===== src/rtl/axis_mesh_pkg.sv =====
// Shared types and helpers for the mesh link stage: lane slicing, the per-channel
// PMU event record and the saturating counter step.
package axis_mesh_pkg;

  localparam int unsigned PMU_CNT_MAX_W = 64;

  typedef logic [PMU_CNT_MAX_W-1:0] pmu_word_t;

  // One cycle's worth of counter events for a channel.
  typedef struct packed {
    logic xfer;
    logic stall;
    logic bp;
  } pmu_evt_t;

  function automatic int unsigned ch_lsb(input int unsigned ch, input int unsigned width);
    return ch * width;
  endfunction

  function automatic pmu_word_t cnt_max(input int unsigned width);
    return {PMU_CNT_MAX_W{1'b1}} >> (PMU_CNT_MAX_W - width);
  endfunction

  function automatic pmu_word_t sat_inc(input pmu_word_t value, input pmu_word_t max_value);
    return (value >= max_value) ? max_value : value + pmu_word_t'(1);
  endfunction

endpackage


===== src/rtl/axis_skid_slice.sv =====
// One-channel two-entry skid buffer; s_tready_o is a flop so no combinational
// path runs from m_tready_i back upstream.
module axis_skid_slice #(
  parameter int unsigned DATA_W = 40
) (
  input  logic              clk,
  input  logic              rst_n,
  input  logic              s_tvalid_i,
  input  logic [DATA_W-1:0] s_tdata_i,
  input  logic              s_tlast_i,
  output logic              s_tready_o,
  output logic              m_tvalid_o,
  output logic [DATA_W-1:0] m_tdata_o,
  output logic              m_tlast_o,
  input  logic              m_tready_i
);

  logic              main_valid_q, main_valid_d;
  logic [DATA_W-1:0] main_data_q, main_data_d;
  logic              main_last_q, main_last_d;
  logic              skid_valid_q, skid_valid_d;
  logic [DATA_W-1:0] skid_data_q, skid_data_d;
  logic              skid_last_q, skid_last_d;
  logic              up_hs, dn_hs;

  always_comb begin
    up_hs        = s_tvalid_i & ~skid_valid_q;
    dn_hs        = main_valid_q & m_tready_i;
    main_valid_d = main_valid_q;
    main_data_d  = main_data_q;
    main_last_d  = main_last_q;
    skid_valid_d = skid_valid_q;
    skid_data_d  = skid_data_q;
    skid_last_d  = skid_last_q;
    if (skid_valid_q) begin
      // Skid full means main is full too; a downstream take promotes the skid beat.
      if (dn_hs) begin
        main_data_d  = skid_data_q;
        main_last_d  = skid_last_q;
        skid_valid_d = 1'b0;
      end
    end else if (up_hs) begin
      if (!main_valid_q || dn_hs) begin
        main_valid_d = 1'b1;
        main_data_d  = s_tdata_i;
        main_last_d  = s_tlast_i;
      end else begin
        skid_valid_d = 1'b1;
        skid_data_d  = s_tdata_i;
        skid_last_d  = s_tlast_i;
      end
    end else if (dn_hs) begin
      main_valid_d = 1'b0;
    end
  end

  always_ff @(posedge clk or negedge rst_n) begin
    if (!rst_n) begin
      main_valid_q <= 1'b0;
      main_data_q  <= '0;
      main_last_q  <= 1'b0;
      skid_valid_q <= 1'b0;
      skid_data_q  <= '0;
      skid_last_q  <= 1'b0;
    end else begin
      main_valid_q <= main_valid_d;
      main_data_q  <= main_data_d;
      main_last_q  <= main_last_d;
      skid_valid_q <= skid_valid_d;
      skid_data_q  <= skid_data_d;
      skid_last_q  <= skid_last_d;
    end
  end

  assign s_tready_o = ~skid_valid_q;
  assign m_tvalid_o = main_valid_q;
  assign m_tdata_o  = main_data_q;
  assign m_tlast_o  = main_last_q;

endmodule


===== src/rtl/axis_mesh_link_pmu.sv =====
// Multi-channel AXI-Stream mesh link stage: one skid slice per channel plus
// saturating transfer/stall/backpressure counters with registered readout.
module axis_mesh_link_pmu
  import axis_mesh_pkg::*;
#(
  parameter int unsigned N_CH   = 2,
  parameter int unsigned DATA_W = 40,
  parameter int unsigned CNT_W  = 32,
  parameter int unsigned SEL_W  = (N_CH > 1) ? $clog2(N_CH) : 1
) (
  input  logic                     ACLK,
  input  logic                     ARESETn,
  input  logic [N_CH-1:0]          s_tvalid_i,
  input  logic [N_CH*DATA_W-1:0]   s_tdata_i,
  input  logic [N_CH-1:0]          s_tlast_i,
  output logic [N_CH-1:0]          s_tready_o,
  output logic [N_CH-1:0]          m_tvalid_o,
  output logic [N_CH*DATA_W-1:0]   m_tdata_o,
  output logic [N_CH-1:0]          m_tlast_o,
  input  logic [N_CH-1:0]          m_tready_i,
  input  logic                     pmu_clear_i,
  input  logic                     pmu_freeze_i,
  input  logic [SEL_W-1:0]         pmu_sel_i,
  output logic [CNT_W-1:0]         pmu_xfer_o,
  output logic [CNT_W-1:0]         pmu_stall_o,
  output logic [CNT_W-1:0]         pmu_bp_o
);

  localparam pmu_word_t CNT_MAX = cnt_max(CNT_W);

  function automatic logic [CNT_W-1:0] bump(input logic [CNT_W-1:0] v);
    return CNT_W'(sat_inc(PMU_CNT_MAX_W'(v), CNT_MAX));
  endfunction

  pmu_evt_t         evt [N_CH];
  logic [CNT_W-1:0] xfer_q [N_CH], xfer_d [N_CH];
  logic [CNT_W-1:0] stall_q [N_CH], stall_d [N_CH];
  logic [CNT_W-1:0] bp_q [N_CH], bp_d [N_CH];
  logic [CNT_W-1:0] rd_xfer_q, rd_xfer_d, rd_stall_q, rd_stall_d, rd_bp_q, rd_bp_d;

  for (genvar c = 0; c < N_CH; c++) begin : g_ch
    axis_skid_slice #(.DATA_W(DATA_W)) u_slice (
      .clk        (ACLK),
      .rst_n      (ARESETn),
      .s_tvalid_i (s_tvalid_i[c]),
      .s_tdata_i  (s_tdata_i[ch_lsb(c, DATA_W) +: DATA_W]),
      .s_tlast_i  (s_tlast_i[c]),
      .s_tready_o (s_tready_o[c]),
      .m_tvalid_o (m_tvalid_o[c]),
      .m_tdata_o  (m_tdata_o[ch_lsb(c, DATA_W) +: DATA_W]),
      .m_tlast_o  (m_tlast_o[c]),
      .m_tready_i (m_tready_i[c])
    );
  end

  // Clear beats freeze, freeze beats increment.
  always_comb begin
    for (int c = 0; c < N_CH; c++) begin
      evt[c].xfer  = m_tvalid_o[c] & m_tready_i[c];
      evt[c].stall = m_tvalid_o[c] & ~m_tready_i[c];
      evt[c].bp    = s_tvalid_i[c] & ~s_tready_o[c];
      xfer_d[c]    = xfer_q[c];
      stall_d[c]   = stall_q[c];
      bp_d[c]      = bp_q[c];
      if (pmu_clear_i) begin
        xfer_d[c]  = '0;
        stall_d[c] = '0;
        bp_d[c]    = '0;
      end else if (!pmu_freeze_i) begin
        if (evt[c].xfer)  xfer_d[c]  = bump(xfer_q[c]);
        if (evt[c].stall) stall_d[c] = bump(stall_q[c]);
        if (evt[c].bp)    bp_d[c]    = bump(bp_q[c]);
      end
    end
  end

  // Out-of-range selects match no channel and read back as zero.
  always_comb begin
    rd_xfer_d  = '0;
    rd_stall_d = '0;
    rd_bp_d    = '0;
    for (int c = 0; c < N_CH; c++) begin
      if (pmu_sel_i == SEL_W'(c)) begin
        rd_xfer_d  = xfer_q[c];
        rd_stall_d = stall_q[c];
        rd_bp_d    = bp_q[c];
      end
    end
  end

  always_ff @(posedge ACLK or negedge ARESETn) begin
    if (!ARESETn) begin
      for (int c = 0; c < N_CH; c++) begin
        xfer_q[c]  <= '0;
        stall_q[c] <= '0;
        bp_q[c]    <= '0;
      end
      rd_xfer_q  <= '0;
      rd_stall_q <= '0;
      rd_bp_q    <= '0;
    end else begin
      for (int c = 0; c < N_CH; c++) begin
        xfer_q[c]  <= xfer_d[c];
        stall_q[c] <= stall_d[c];
        bp_q[c]    <= bp_d[c];
      end
      rd_xfer_q  <= rd_xfer_d;
      rd_stall_q <= rd_stall_d;
      rd_bp_q    <= rd_bp_d;
    end
  end

  assign pmu_xfer_o  = rd_xfer_q;
  assign pmu_stall_o = rd_stall_q;
  assign pmu_bp_o    = rd_bp_q;

endmodule


===== config.mk =====
export PLATFORM = sky130hd
export DESIGN_NAME = axis_mesh_link_pmu
export DESIGN_NICKNAME = d
export VERILOG_FILES = /design/src/rtl/axis_mesh_pkg.sv /design/src/rtl/axis_skid_slice.sv /design/src/rtl/axis_mesh_link_pmu.sv
export SDC_FILE = /design/constraint.sdc
export NUM_CORES = 1
export LEC_CHECK = 0
export CAP_MARGIN = 20
export CORE_MARGIN = 2
export CORE_UTILIZATION = 56
export CTS_CLUSTER_DIAMETER = 150
export CTS_CLUSTER_SIZE = 25
export DETAILED_ROUTE_END_ITERATION = 6
export GPL_TIMING_DRIVEN = 1
export HOLD_SLACK_MARGIN = 0.08
export PLACE_DENSITY = 0.81
export SETUP_SLACK_MARGIN = 0.4
export SLEW_MARGIN = 40
export SYNTH_ARGS = -nofsm -noshare
export SYNTH_HDL_FRONTEND = slang
export SYNTH_SLANG_ARGS = --single-unit

===== constraint.sdc =====
create_clock -name ACLK -period 3.8 [get_ports ACLK]
set_input_delay 0.76 -clock ACLK [delete_from_list [all_inputs] [get_ports ACLK]]
set_output_delay 0.76 -clock ACLK [all_outputs]
set_load 0.005 [all_outputs]

# == Yosys cells after proc, flatten, opt, wreduce, memory -nomap -nowiden ==
# Index checks and enable logic that the tools add are counted.
# totals
regBits,456
in_bits,91
output_inout_bits,182
elab_cells,137
# classes
add_sub_neg,6
order_cmp,6
n_eq_ne,5
n_mux,57
n_bitwise,14
n_reduce_logical,28
# ops
cell,count
2-to-1 mux 32 bit,27
2-to-1 mux 40 bit,8
adder 32 x 1 -> 32 bit (second input constant),6
greater-or-equal comparator 32 bit (second input constant),6
nonzero test 2 bit,12
2-to-1 mux 1 bit,22
AND reduction 3 bit,6
AND reduction 2 bit,6
!= test 2 bit (second input constant),5
bitwise AND 1 bit,8
NOT 1 bit,6
zero test 1 bit,2
logical OR 1 bit,2

# == Depth between registers and ports, before layout ==
# logic_depth
depth_word,5
depth_mapped,8
ltp_nobuf,6

# == Cells and area by module ==
# A second synthesis with hierarchy kept.
# hier_totals
cells_unflattened,1898
area_unflattened_um2,21543.2
# by_module_without_submodules
module,n_inst,cells_each,area_per_inst_um2,seq_area_each_um2
axis_mesh_link_pmu,1,1438,14256.2,7206.9
axis_skid_slice,2,230,3643.5,2102.0

# == Worst setup path before layout ==
# OpenSTA, ideal clock, no wires.
# synth_timing
path_type,input to register
startpoint,in m_tready_i[1]
endpoint,reg stall_q[22] (netlist bit)
setup_ps,136
t_arrival_ps,2278
required_time_ps,3664
slack_ps,1386
stages,7
path_buffers,2
cell_sequence,clkbuf_1 -> or3b_2 -> clkbuf_1 -> nor3_1 -> nand2_1 -> nor3b_1 -> nor3_1
# synth_between
elab_chain_cells,4
# synth_rtl
item,line,rtl
from (decl),axis_mesh_link_pmu.sv:20,"input logic [N_CH-1:0] m_tready_i,"
NOT 1 bit,axis_mesh_link_pmu.sv:60,evt[c].stall = m_tvalid_o[c] & ~m_tready_i[c];
bitwise AND 1 bit,axis_mesh_link_pmu.sv:60,
nonzero test 2 bit (no line),n/a,
AND reduction 2 bit (no line),n/a,
"to (signal, indexed assignment)",axis_mesh_link_pmu.sv:104,stall_q[c] <= stall_d[c];
to (decl),axis_mesh_link_pmu.sv:37,"logic [CNT_W-1:0] stall_q [N_CH], stall_d [N_CH];"
# No other way between the ends.
# A chain may end at the register's enable or synchronous reset.

# == Worst setup path in the final report ==
# layout_timing
startpoint,reg bp_q[32] (netlist bit)
endpoint,reg bp_q[49] (netlist bit)
# layout_between
elab_chain_cells,5
word_cells_on_any_way,6
cone_classes,add/sub (1); order compare (1); mux (4)
# layout_rtl
item,line,rtl
from (decl),axis_mesh_link_pmu.sv:38,"logic [CNT_W-1:0] bp_q [N_CH], bp_d [N_CH];"
"from (signal, indexed assignment)",axis_mesh_link_pmu.sv:105,bp_q[c] <= bp_d[c];
adder 32 x 1 -> 32 bit or greater-or-equal comparator 32 bit (tied branches),axis_mesh_pkg.sv:25,return (value >= max_value) ? max_value : value + pmu_word_t'(1);
2-to-1 mux 32 bit (*),axis_mesh_pkg.sv:25,
2-to-1 mux 32 bit (*),axis_mesh_link_pmu.sv:72,if (evt[c].bp) bp_d[c] = bump(bp_q[c]);
2-to-1 mux 32 bit (*),axis_mesh_link_pmu.sv:69,end else if (!pmu_freeze_i) begin
2-to-1 mux 32 bit (*),axis_mesh_link_pmu.sv:65,if (pmu_clear_i) begin
# Every way passes the cells marked *; elsewhere a longest branch is shown, timed or not. The select of a mux whose other input is x is not followed.

==> metrics <==
Synth Cell Area=0.02135 mm²; Rows=71; wl on met1=22.86 mm; worst slew pin tran=0.8328 ns; Worst R2R End=bp_q[49]; core area=0.03758 mm²; Pwr per Cell Area=508.8 mW/mm²; Final Hold Fails=0; # setup viols final=0; final RePlAce weighted congestion=0.9271; sequential area share after synthesis=53.46%; via density per instance=6.377; count of final max-slew check failures=0; most frequent cell after synthesis=dfrtp_1; Synth Register Bits=456; # IOs=273; Clock Skews=0.02190 ns; Setup crit start kind=flop; post-synthesis cell type count=73; Mapped Cells=1992; Syn. warnings=0; total CTS buffers=22; FF-to-FF setup slack=0.97 ns; n_diodes=0; RSZ-0062 raised after global routing=no; setup bufs post-CTS=0; clock tree buffer depth=3; Crit-path slowest cell=and4_1; pre-CTS setup slack=0.6345 ns; leading cell types by count after synthesis=456 x dfrtp_1, 186 x nor2_1, 168 x mux2_2; placed cells=2682; worst-path fanout max=14; first-pass GRT wire length=90.13 mm; Avg Cell Area, Syn=10.72 µm²; met3 routed WL=4.963 mm; Post-DP Area=0.02456 mm²; port bufs=272; final setup margin=0.9674 ns; clock sinks=456; initial antenna violation count=3; wire length per cell=20.68 µm; vias=17.27k; kind of end point of the critical path=flop; CTS Root Cell=clkbuf_16; Resized Gates After CTS=0; HP Class=primary input to asynchronous set/reset pin; Initial DRT Pass Iterations=6; CP peak stage delay=0.69 ns; cell taking the most area after synthesis=dfrtp_1; WS Path Type=flop to flop; Area Growth Syn to Fin=17.90%; family with the most delay on the worst path=simple AND/OR/NAND/NOR gates; Arrival @ worst endpoint=3.29 ns; 1st-iter DRT viols=1654; DIE HEIGHT=199.2 µm; Clk Latency, worst-skew pair=0.57 ns; Die X=199.2 µm; hold_ws=0.1909 ns; fin crit share=74.54%; Hold-fix buffers, CTS=0; final wirelength=56.00 mm; number of max-cap violations=0; total gr overflow=0; largest cells by area after synthesis=dfrtp_1 53%, mux2_2 8.9%, mux2i_1 4.5%; DR WL met2=26.35 mm; vias in the first global route=17.18k; crit path cell chain=ha_1 -> nand3_1 -> nor3_2 -> and4_1 -> nor2_1 -> a221oi_1; Non-Filler Instances=2708; R2R depth=6; Tot Pwr=12.81 mW; Synth top area share=53.46%; CTS tree=yes; main flop type after synthesis=dfrtp_1; leakage power=10.46 nW; Final Util=66.97%; H-tree Lvls=1; Tmin final=2.833 ns; layout cells sized above 1=11.93%; HPWL after detailed placement=38.39 mm; DIE AREA=0.03969 mm²; Finished Cell Area=0.02517 mm²; Top Layer Used=met5; outcome=finished clean; EDFF count, synth=0; clock transition at the registers of the reported paths=0.10 ns; Nets=2292; Antenna Nets Post-Route=0; Initial Utilization=56.80%; reg-to-reg startpoint=bp_q[32]; maximum VDD drop=0.5367 mV; CP required=4.25 ns; syn nets=2089; largest net degree at the start of global routing=109; crit path buf inv count=0; setup TNS=0 ns; fmax=353.0 MHz; FFs w/ async S/R, synth=100.0%; # DRC=0; Slew HR=44.05%; Total GRT Usage=28.24%
==> cells by family (layout without fill, tap and decap cells) <==
group,after synthesis,in the layout,share of synthesized area (%)
and+or+nand+nor,676,676,17.31
muxes,265,265,13.41
DFF,456,456,53.46
AOI/OAI and AO/OA,440,440,12.60
adders and majority gates,6,6,0.3517
buffers and inverters,149,354,2.872
==> cell usage in the layout, fill, tap and decap left out, drive strengths merged, types with 4 or more instances in the layout <==
cell           netlist  final
a211oi              31     31
a21oi              156    156
a221oi               9      9
a311oi              21     21
a31oi               69     69
a41o                 5      5
a41oi               16     16
and2                14     14
and3                60     60
and4                42     42
buf                 25     33
clkbuf              98     24
clkdlybuf4s50        0    269
dfrtp              456    456
ha                   6      6
inv                 25     26
mux2               168    168
mux2i               97     97
nand2               78     78
nand3               60     60
nand3b               4      4
nand4               59     59
nor2               188    188
nor3                96     96
nor3b                7      7
nor4                29     29
nor4b                5      5
o21a                15     15
o21ai               98     98
o311a                4      4
or2                  7      7
or3                  5      5
or4                  9      9
==> sequential cells by signal (all words and copies together), names as in the netlist <==
register	flops
xfer_q	64
pmu_stall_o	32
pmu_bp_o	32
stall_q	64
bp_q	64
g_ch.u_slice.skid_valid_q	2
g_ch.u_slice.skid_data_q	80
g_ch.u_slice.m_tdata_o	80
pmu_xfer_o	32
g_ch.u_slice.skid_last_q	2
g_ch.u_slice.m_tvalid_o	2
g_ch.u_slice.m_tlast_o	2
==> routing by layer <==
layer,up-vias,GRT usage [%]
met1,8595,37.60
li1,7816,-
met4,6,9.232
met5,-,0
met3,127,7.392
met2,726,45.23
==> how the worst max path moves through the flow <==
| stage | startpoint | end | slack, ns | depth (start not counted) |
|---|---|---|---|---|
| after floorplan | m_tready_i[1] | stall_q[22] | 1.39 | 7 |
| after global placement | pmu_freeze_i | stall_q[62] | 0.73 | 6 |
| final | bp_q[32] | bp_q[49] | 0.97 | 6 |
| after CTS | bp_q[32] | bp_q[49] | 1.02 | 6 |
| after detailed placement | pmu_freeze_i | stall_q[20] | 0.63 | 6 |
| after global routing | bp_q[32] | bp_q[59] | 0.85 | 6 |
==> power breakdown <==
| part | internal, mW | switching, mW | leakage, nW |
|---|---|---|---|
| sequential | 5.80 | 0.553 | 5.96 |
| clock | 1.07 | 1.54 | 0.290 |
| combinational | 2.02 | 1.82 | 4.22 |
| total | 8.90 | 3.91 | 10.5 |
==> area by class of cell <==
type                            count  area [µm²]
Sequential cell                   456       11410
Tap cell                          511       639.4
Multi-Input combinational cell   1387        9360
Clock inverter                      2       36.28
Clock buffer                       24       558.0
Inverter                           26       97.59
Timing Repair Buffer              302        3060
Fill cell                        2830       12410
Power figures use the tool's default switching activity.
